### src/rtl/definitions_pkg.sv
// Shared definitions for the instruction-memory loader/controller: sizing constants and
// the controller state encoding.
package definitions_pkg;

    localparam int unsigned IMEM_AW    = 10;
    localparam int unsigned IMEM_DEPTH = 1 << IMEM_AW;

    typedef enum logic [2:0] {
        IDLE  = 3'd0,
        LOAD  = 3'd1,
        DRAIN = 3'd2,
        RUN   = 3'd3,
        HALT  = 3'd4
    } ctrl_state_e;

    // States in which the core pipeline is held in reset.
    function automatic logic core_held(ctrl_state_e s);
        return (s == IDLE) || (s == LOAD) || (s == DRAIN);
    endfunction

endpackage

### src/rtl/imem_loader_ctrl.sv
// Owns the imem port and core run/reset: streams a program image into imem from address 0,
// then releases the core and forwards fetch reads; handles halt/resume and reload.
module imem_loader_ctrl #(
    parameter int unsigned IMEM_DEPTH = definitions_pkg::IMEM_DEPTH,
    parameter int unsigned IMEM_AW    = definitions_pkg::IMEM_AW
) (
    input  logic               clk,
    input  logic               rst,
    input  logic               ld_start,
    input  logic               ld_valid,
    output logic               ld_ready,
    input  logic [31:0]        ld_data,
    input  logic               ld_last,
    input  logic               fetch_req,
    input  logic [IMEM_AW-1:0] fetch_addr,
    input  logic               halting,
    input  logic               resume,
    output logic               imem_ncs,
    output logic               imem_nwr,
    output logic [IMEM_AW-1:0] imem_addr,
    output logic [31:0]        imem_din,
    output logic               core_rst,
    output logic               core_en,
    output logic               load_err,
    output logic [IMEM_AW:0]   load_cnt,
    output logic [2:0]         state
);
    import definitions_pkg::*;

    localparam logic [IMEM_AW-1:0] LAST_ADDR = IMEM_AW'(IMEM_DEPTH - 1);

    ctrl_state_e        state_q, state_d;
    logic               wr_pend_q;
    logic [IMEM_AW-1:0] wr_addr_q;
    logic [31:0]        wr_data_q;
    logic [IMEM_AW-1:0] wr_ptr_q;
    logic [IMEM_AW:0]   load_cnt_q;
    logic               load_err_q;

    logic               load_clear;
    logic               accept;
    logic               overflow;

    assign accept   = ld_ready & ld_valid;
    // A word at the top address that does not close the image means the image is too big.
    assign overflow = accept & ~ld_last & (wr_ptr_q == LAST_ADDR);

    // ------------------------------------------------------------------ FSM
    always_ff @(posedge clk) begin
        if (rst) begin
            state_q <= IDLE;
        end else begin
            state_q <= state_d;
        end
    end

    always_comb begin
        state_d    = state_q;
        load_clear = 1'b0;
        ld_ready   = 1'b0;
        core_rst   = core_held(state_q);
        core_en    = 1'b0;
        case (state_q)
            IDLE: begin
                if (ld_start) begin
                    state_d    = LOAD;
                    load_clear = 1'b1;
                end
            end
            LOAD: begin
                ld_ready = 1'b1;
                if (ld_valid) begin
                    if (ld_last) begin
                        state_d = DRAIN;
                    end else if (wr_ptr_q == LAST_ADDR) begin
                        state_d = IDLE;
                    end
                end
            end
            DRAIN: begin
                state_d = RUN;
            end
            RUN: begin
                core_en = 1'b1;
                if (ld_start) begin
                    state_d    = LOAD;
                    load_clear = 1'b1;
                end else if (halting) begin
                    state_d = HALT;
                end
            end
            HALT: begin
                if (ld_start) begin
                    state_d    = LOAD;
                    load_clear = 1'b1;
                end else if (resume) begin
                    state_d = RUN;
                end
            end
            default: begin
                state_d = IDLE;
            end
        endcase
    end

    // ------------------------------------------------------------------ write register
    always_ff @(posedge clk) begin
        if (rst) begin
            wr_pend_q  <= 1'b0;
            wr_addr_q  <= '0;
            wr_data_q  <= '0;
            wr_ptr_q   <= '0;
            load_cnt_q <= '0;
            load_err_q <= 1'b0;
        end else begin
            wr_pend_q <= accept;
            if (accept) begin
                wr_addr_q  <= wr_ptr_q;
                wr_data_q  <= ld_data;
                wr_ptr_q   <= wr_ptr_q + 1'b1;
                load_cnt_q <= load_cnt_q + 1'b1;
            end
            if (overflow) begin
                load_err_q <= 1'b1;
            end
            if (load_clear) begin
                wr_ptr_q   <= '0;
                load_cnt_q <= '0;
                load_err_q <= 1'b0;
            end
        end
    end

    // ------------------------------------------------------------------ imem port mux
    always_comb begin
        imem_ncs  = 1'b1;
        imem_nwr  = 1'b1;
        imem_addr = '0;
        imem_din  = '0;
        if (wr_pend_q) begin
            imem_ncs  = 1'b0;
            imem_nwr  = 1'b0;
            imem_addr = wr_addr_q;
            imem_din  = wr_data_q;
        end else if ((state_q == RUN) && fetch_req) begin
            imem_ncs  = 1'b0;
            imem_addr = fetch_addr;
        end
    end

    assign load_err = load_err_q;
    assign load_cnt = load_cnt_q;
    assign state    = state_q;

    // DRAIN guarantees the last write retires before fetches can start.
    a_no_write_in_run: assert property (@(posedge clk) disable iff (rst)
        !(wr_pend_q && (state_q == RUN)));

endmodule

### config.mk
export PLATFORM = sky130hd
export DESIGN_NAME = imem_loader_ctrl
export DESIGN_NICKNAME = d
export VERILOG_FILES = /design/src/rtl/definitions_pkg.sv /design/src/rtl/imem_loader_ctrl.sv
export SDC_FILE = /design/constraint.sdc
export NUM_CORES = 1
export LEC_CHECK = 0
export CAP_MARGIN = 20
export CORE_AREA = 2 2 90 92
export CTS_CLUSTER_DIAMETER = 120
export DETAILED_ROUTE_END_ITERATION = 10
export DIE_AREA = 0 0 92 94
export GPL_TIMING_DRIVEN = 0
export PLACE_DENSITY_LB_ADDON = 0.25
export SETUP_SLACK_MARGIN = 0.3
export SLEW_MARGIN = 20
export SYNTH_ARGS = -nofsm -noshare
export SYNTH_HDL_FRONTEND = slang
export SYNTH_SLANG_ARGS = --single-unit
### constraint.sdc
create_clock -name clk -period 1.6 [get_ports clk]
set_input_delay 0.4 -clock clk [delete_from_list [all_inputs] [get_ports clk]]
set_output_delay 0.4 -clock clk [all_outputs]
set_load 0.01 [all_outputs]
; ---- Yosys cells after proc, flatten, opt, wreduce, memory -nomap -nowiden
; Cells that the tools add are included.
; W data, S select, Z words.
[totals]
ff_bits = 68
latch_bits = 0
ram_bits = 0
mem_bits_ro = 0
input_bits = 50
out_inout_bits = 62
n_memories = 0
[classes]
n_addsub = 2
n_mul = 0
n_div = 0
n_lt_le_gt_ge = 0
n_eq_ne = 10
n_shift = 0
muxes = 19
n_bitwise = 4
n_reduce_logical = 7
[ops]
columns = operator, count
row1 = $mux W32, 1
row2 = $mux W3, 8
row3 = $mux W10, 2
row4 = $pmux W3 S5, 1
row5 = $add A11 B1 Y11 const B, 1
row6 = $add A10 B1 Y10 const B, 1
row7 = $eq A10 B10 Y1 const B, 1
row8 = $mux W1, 7
row9 = $eq A3 B2 Y1 const B, 2
row10 = $ne A3 B3 Y1 const B, 2
row11 = $reduce_and A5 Y1, 1
row12 = $ne A2 B2 Y1 const B, 2
row13 = $and A1 B1 Y1, 3
row14 = $eq A3 B1 Y1 const B, 1
row15 = $eq A3 B3 Y1 const B, 1
row16 = $logic_not A3 Y1, 1
row17 = $ne A3 B2 Y1 const B, 1
row18 = $reduce_or A3 Y1, 1
row19 = $logic_or A1 B1 Y1, 2
row20 = $reduce_or A2 Y1, 1
row21 = $logic_and A1 B1 Y1, 1
row22 = $not A1 Y1, 1

; ---- Logic depth before layout (Yosys ltp)
; Gate-level depths: netlist of the first run.
[logic_depth]
word_depth = 5
depth_mapped = 7
depth_no_buf = 5

; ---- Worst setup path after synthesis of the first run
; OpenSTA, ideal clock, no wires.
[synth_timing]
kind = reg2out
from = reg state_q[2] (netlist: state[2])
to = out imem_addr[0]
t_arrival_ps = 1434
slack_ps = -234
stages_incl_launch_ff = 7
n_path_buf = 3
path_cell_list = dfxtp_1 buf_2 and3b_1 clkbuf_1 and3_1 buf_2 a22o_1
[synth_via]
elab_chain_len = 4
[synth_rtl]
columns = item, line
row1 = start: declaration, imem_loader_ctrl.sv:32  ; ctrl_state_e state_q, state_d;
row2 = start signal: assignment, imem_loader_ctrl.sv:53  ; state_q <= state_d;
row3 = $eq A3 B2 Y1, imem_loader_ctrl.sv:145  ; end else if ((state_q == RUN) && fetch_req) begin
row4 = $logic_and A1 B1 Y1, imem_loader_ctrl.sv:145
row5 = $mux W10, imem_loader_ctrl.sv:145
row6 = $mux W10, imem_loader_ctrl.sv:140  ; if (wr_pend_q) begin
row7 = end: declaration, imem_loader_ctrl.sv:20  ; output logic [IMEM_AW-1:0] imem_addr,
; No other way between the ends.

; ---- Worst setup path after layout of the first run
[layout_timing]
from = reg state_q[2] (netlist: state[2])
to = out imem_addr[6]
; The elaborated chain is that of the path after synthesis.

==> results of run 1 <==
-- metal layers --
layer	share of wire, %	routed length [um]
met5	0	0
met4	3.0	368
met3	4.5	553
met2	52	6380
met1	41	4970
-- repair_timing --
item,4_1_cts,5_1_grt
endpoints found under the setup margin,129,117
hold buffers,0,0
gates resized for setup,428,180
buffers inserted,38,9
endpoints found under the hold margin,0,0
cloned,14,0
pin swaps,54,97
-- logic make-up (layout without fill, tap and decap cells) --
kind of cell | Yosys count | after routing | share of synthesized area (%)
adders and majority gates | 2 | 2 | 0.844
xor gates and xnor gates | 17 | 17 | 5.03
DFF | 68 | 68 | 45.9
AOI/OAI and AO/OA | 70 | 70 | 13.7
and+or+nand+nor | 187 | 187 | 29.5
buffers and inverters | 34 | 221 | 4.98
-- synth_stat cells, types with 3 or more instances --
| cell type | instances | area [sq um] |
|---|---|---|
| a22o_1 | 11 | 96.3 |
| nand4_1 | 5 | 31.3 |
| nand2_1 | 97 | 364 |
| nor2_1 | 24 | 90.1 |
| o21ai_0 | 5 | 25.0 |
| nand3_1 | 7 | 35.0 |
| nor3_1 | 5 | 25.0 |
| dfxtp_1 | 68 | 1360 |
| inv_1 | 5 | 18.8 |
| xnor2_1 | 10 | 87.6 |
| nor4_1 | 3 | 18.8 |
| xor2_1 | 7 | 61.3 |
| a21oi_1 | 49 | 245 |
| clkbuf_1 | 15 | 56.3 |
| buf_2 | 13 | 65.1 |
| and2_1 | 34 | 213 |
-- per-stage QoR --
stage          cells  TNS [ns]
4_1_cts          658    -28.76
3_3_place_gp     590    -31.85
2_1_floorplan    378    -0.633
3_5_place_dp     590    -32.89
6_report         667    -33.96
5_1_grt          667    -38.49
-- worst reg2reg max path, stage by stage, from the launching register on --
cell and delay [ns]:
dfxtp_2 0.33, buf_6 0.11, buf_4 0.12, buf_6 0.11
buf_6 0.11, buf_6 0.12, and4bb_1 0.27, buf_6 0.13
nand4_1 0.17, or3_1 0.44, a21oi_2 0.12
-- cell type report --
type / count / area (sq um)
inverter: 5 / 18.8
timing repair buffer: 171 / 1770
clock inverter: 5 / 100
buffer: 29 / 402
multi-input combinational: 276 / 2260
tap: 102 / 128
clock buffer: 11 / 131
sequential: 68 / 1390
fill: 418 / 1400
-- where the power goes --
| group | internal (uW) | switching [uW] | leakage, uW | total (uW) |
|---|---|---|---|---|
| Clock | 1030 | 679 | 0.000117 | 1710 |
| Sequential | 1740 | 46.7 | 0.000560 | 1790 |
| Combinational | 588 | 503 | 0.00211 | 1090 |
-- final timing paths --
| check | from | endpoint | slack [ns] |
|---|---|---|---|
| max | state[2] | imem_addr[6] | -0.60 |
| min | wr_data_q[30] | wr_data_q[30] | 0.46 |
| max reg2reg | state[2] | wr_ptr_q[7] | -0.49 |
| min reg2reg | wr_data_q[30] | wr_data_q[30] | 0.46 |
-- flip-flops by register name (all words and copies together), names as in the netlist --
name and count:
wr_data_q 32, load_cnt 11, wr_addr_q 10, wr_ptr_q 10
state 3, load_err 1, wr_pend_q 1
==> results.ini, run 1 <==
[synthesis]
yosysUniqueCellTypes = 31
synth_cells = 378
synth_ff_type = dfxtp_1
yosys_warnings = 0
syn_nets = 430
syn_avg_cell_area_sq_um = 7.84
synth_seq_area_share_pct = 45.9
ys_async_sr_fraction_pct = 0
synth_area_sq_um = 2960
synth-edff-count = 0
ys_ff_latch = 68

[place]
port_buffers = 110
post-dp-hpwl_um = 5900
gp_congestion = 0.813
dpl_cell_area_sq_um = 4320
preCtsSetupSlack_ns = -0.727

[setup_path]
crit_cells = 7
critical_path.top_delay_family = buffers and inverters
r2r_cells = 10
cp.required_ns = 1.20
max_stage_delay_ns = 0.33
crit_chain = buf_6, and3b_1, clkbuf_8, and3_4, buf_8, a22o_1, buf_2
cp-start-kind = flop
worst_path_max_delay_cell = dfxtp_2
cp_data_arrival_time_ns = 1.80
cp_max_fo = 5
critPathBufInv = 4
path_class = flop to primary output
endpoint_kind = primary output

[timing]
worst_slack_ns = -0.599
setup_viol = 113
min_period_ns = 2.20
worst_pin_slew_ns = 0.744
rsz0062_at_grt = true
maxSlewViolCount = 0
max_freq_ghz = 0.455
finalClockSkew_ns = 0.00695
hold_ws_ns = 0.462
relSlewSlack_pct = 50.4
hold_viol_final = 0
period_share_pct = 137

[pwr]
p_leak_uw = 0.00278
p_total_uw = 4590
peakVddDrop_v = 0.000477
pwr_density_cell_nw_per_um2 = 740

[floorplan]
die_height_um = 94
io_pins = 112
core-area_sq_um = 7610
dieWidth_um = 92
fp.dieArea_sq_um = 8650
initial_core_util_pct = 38.9
rows = 32

[grt]
overflow = 0
grt_pass1_vias = 3397
grtUsageMet2_pct = 43.7
antenna_found_initial = 0
gr-usage-met3_pct = 5.22
grt_usage_pct = 24.7
grt_max_degree = 12
gr-max-usage-layer = met2
grt_pass1_wl_um = 16600
grt_util_met1_pct = 29.7

[clock_network]
clk_latency_ns = 0.35
clockBufferDepth = 2
cts_root_buffer = clkbuf_8
cts_buffers = 9
cts.clk_slew.worst_paths_ns = 0.08
cts.sinks = 68
cts_tree = done
h-tree-depth = 3

[cells_and_area]
final_area_sq_um = 6200
antenna_cells = 0
fin_util_pct = 81.6
final_cell_mix = 73 x buf_6, 52 x dfxtp_1, 48 x clkdlybuf4s50_1, 46 x a21oi_2, 40 x nand2_4
areaGrowthSynthToFinish_pct = 109
nNetsFinal = 612
drive_gt1_share_pct = 60.2
final_common_cell = buf_6

[routing]
dr.pass1.iters = 4
wl_per_cell_um = 18.4
vias = 3478
drc = 0
drtIter0Drc = 112
ant_nets = 0
drt-vias-per-instance = 5.21
routed_wirelength_um = 12300

[min_path]
hp-class = flop to flop
hold_depth = 2

[run_status]
violations = setup timing
outcome = finished with violations

[flow_run]
maxCapViolCount = 0

Note: power is estimated with default switching activity, not from simulation.
==> run 2, diff against run 1 <==
CORE_AREA = 2 2 69 119   (was 2 2 90 92)
DIE_AREA = 0 0 71 121   (was 0 0 92 94)
==> run 2 against run 1 <==
Register-to-register slack improved by 0.02 ns. Core utilization rose by 3.3 points. Setup slack worse by 0.038 ns. Worst hold slack better by 0.017 ns. Combinational power increased by 11%. The run still ends with setup timing left. Count of clock-buffer cells in the layout down 1.
==> results.ini, run 2 (synthesis results as in run 1) <==
[run_status]
outcome = finished with violations
violations = setup timing

[place]
gp_congestion = 0.787
port_buffers = 110
dpl_cell_area_sq_um = 4300
dp.cells = 576
post-dp-hpwl_um = 6210

[pwr]
peakVddDrop_v = 0.000848
combPwrFrac_pct = 23.3
netSwitchingFraction_pct = 27.6
pwr_density_cell_nw_per_um2 = 805
clkPwrFrac_pct = 42.0
seq_power_share_pct = 34.7
intPower_uw = 3770
p_sw_uw = 1440
p_leak_uw = 0.00271

[routing]
vias = 3787
dr.pass1.iters = 4
drc = 0
drt-vias-per-instance = 5.71
ant_nets = 0
wl_per_cell_um = 23.3
routed_wirelength_um = 15500
drtIter0Drc = 217

[cells_and_area]
largest_reg_flops = 32
nNetsFinal = 622
fillers = 316
antenna_cells = 0
final_common_cell = buf_6
seq_area_sq_um = 1390
final_cell_mix = 75 x buf_6, 51 x dfxtp_1, 48 x clkdlybuf4s50_1, 41 x a21oi_2, 41 x nand2_4
areaGrowthSynthToFinish_pct = 118
instances_no_fill = 663
multiInputGateArea_sq_um = 2280
final_area_sq_um = 6470
fin_util_pct = 84.9
drive_gt1_share_pct = 60.2
top_register = wr_data_q

[floorplan]
fp.dieArea_sq_um = 8590
core-area_sq_um = 7620
io_pins = 112
initial_core_util_pct = 38.9
die_height_um = 121
dieWidth_um = 71
rows = 42

[clock_network]
cts_buffers = 9
clk_latency_ns = 0.34
h-tree-depth = 3
cts_root_buffer = clkbuf_16
cts_tree = done
clockBufferDepth = 2
cts.sinks = 68
cts.clk_slew.worst_paths_ns = 0.06
ctsHoldBuffers = 0

[grt]
grt_pass1_wl_um = 16600
grt_usage_pct = 25.0
grt_max_degree = 13
overflow = 0
grt_pass1_vias = 3360
antenna_found_initial = 0

[setup_path]
cp.required_ns = 1.20
endpoint_kind = primary output
r2r_cells = 9
cp-start-kind = flop
cp_data_arrival_time_ns = 1.84
r2r-end = wr_ptr_q[7]
path_class = flop to primary output
cp_max_fo = 5
reg2reg_from = state[2]
rrSetupSlack_ns = -0.47

[timing]
min_period_ns = 2.24
hold_viol_final = 0
setup_viol = 113
period_share_pct = 140
rsz0062_at_grt = true
finalClockSkew_ns = 0.00998
max_freq_ghz = 0.447
worst_slack_ns = -0.637
worst_pin_slew_ns = 0.752
relSlewSlack_pct = 49.9
maxSlewViolCount = 0

[min_path]
hp-class = flop to flop
whs_endpoint = wr_data_q[30]
hold_start = wr_data_q[30]
hold_depth = 2

[flow_run]
maxCapViolCount = 0

-- run 2: stage by stage --
step | hold WS, ns | setup TNS [ns] | worst slack [ns] | power, uW
after floorplan | 0.432 | -0.633 | -0.0633 | 2110
after global placement | 0.437 | -32.07 | -0.711 | 2350
after detailed placement | 0.442 | -33.98 | -0.713 | 2360
after CTS | 0.450 | -17.59 | -0.489 | 4740
after global routing | 0.488 | -39.17 | -0.663 | 5320
final | 0.479 | -36.45 | -0.637 | 5210
-- run 2: per-layer routing --
metal  GRT usage [%]  vias to the layer above  wire, um
li1                -                     1645         -
met1            24.4                     1835      5160
met2            49.5                      229      8420
met3            3.07                       78       917
met4            12.1                        0       952
met5               0                        -         0
-- run 2: what timing repair did --
item                       CTS  global route
buffers inserted            36            20
gates resized for setup    376           236
setup endpoints to repair  129           118
pin swaps                   26            96
cloned                      12             3
-- run 2: area by class of cell --
| class | instances | share of cell area, % |
|---|---|---|
| Timing Repair Buffer | 181 | 30.3 |
| Inverter | 5 | 0.329 |
| Sequential cell | 68 | 21.5 |
| Tap cell | 88 | 1.70 |
| Clock inverter | 6 | 1.37 |
| Clock buffer | 10 | 3.54 |
| Buffer | 29 | 5.98 |
| Multi-Input combinational cell | 276 | 35.2 |
-- run 2: critical path: stages, from the launching register on --
cell,delay (ns)
dfxtp_2,0.34
buf_6,0.12
and3b_1,0.22
clkbuf_8,0.14
and3_4,0.20
buf_6,0.12
a22o_1,0.19
buf_2,0.16
-- run 2: power groups by stage --
| stage | clock network, uW | logic [uW] | registers (uW) |
|---|---|---|---|
| floorplan | 0 | 291 | 1810 |
| global placement | 0 | 540 | 1810 |
| detailed placement | 0 | 548 | 1820 |
| CTS | 2130 | 829 | 1780 |
| global route | 2260 | 1250 | 1810 |
| finish | 2190 | 1210 | 1810 |
-- run 2: worst max path at each step --
stage / from / endpoint / slack (ns) / cells after the start
5_1_grt: state[2] / imem_addr[9] / -0.66 / 7
6_report: state[2] / imem_addr[9] / -0.64 / 7
3_3_place_gp: fetch_req / imem_addr[0] / -0.71 / 5
4_1_cts: state[2] / imem_addr[0] / -0.49 / 7
3_5_place_dp: fetch_req / imem_addr[0] / -0.71 / 5
2_1_floorplan: state[2] / imem_addr[0] / -0.06 / 6
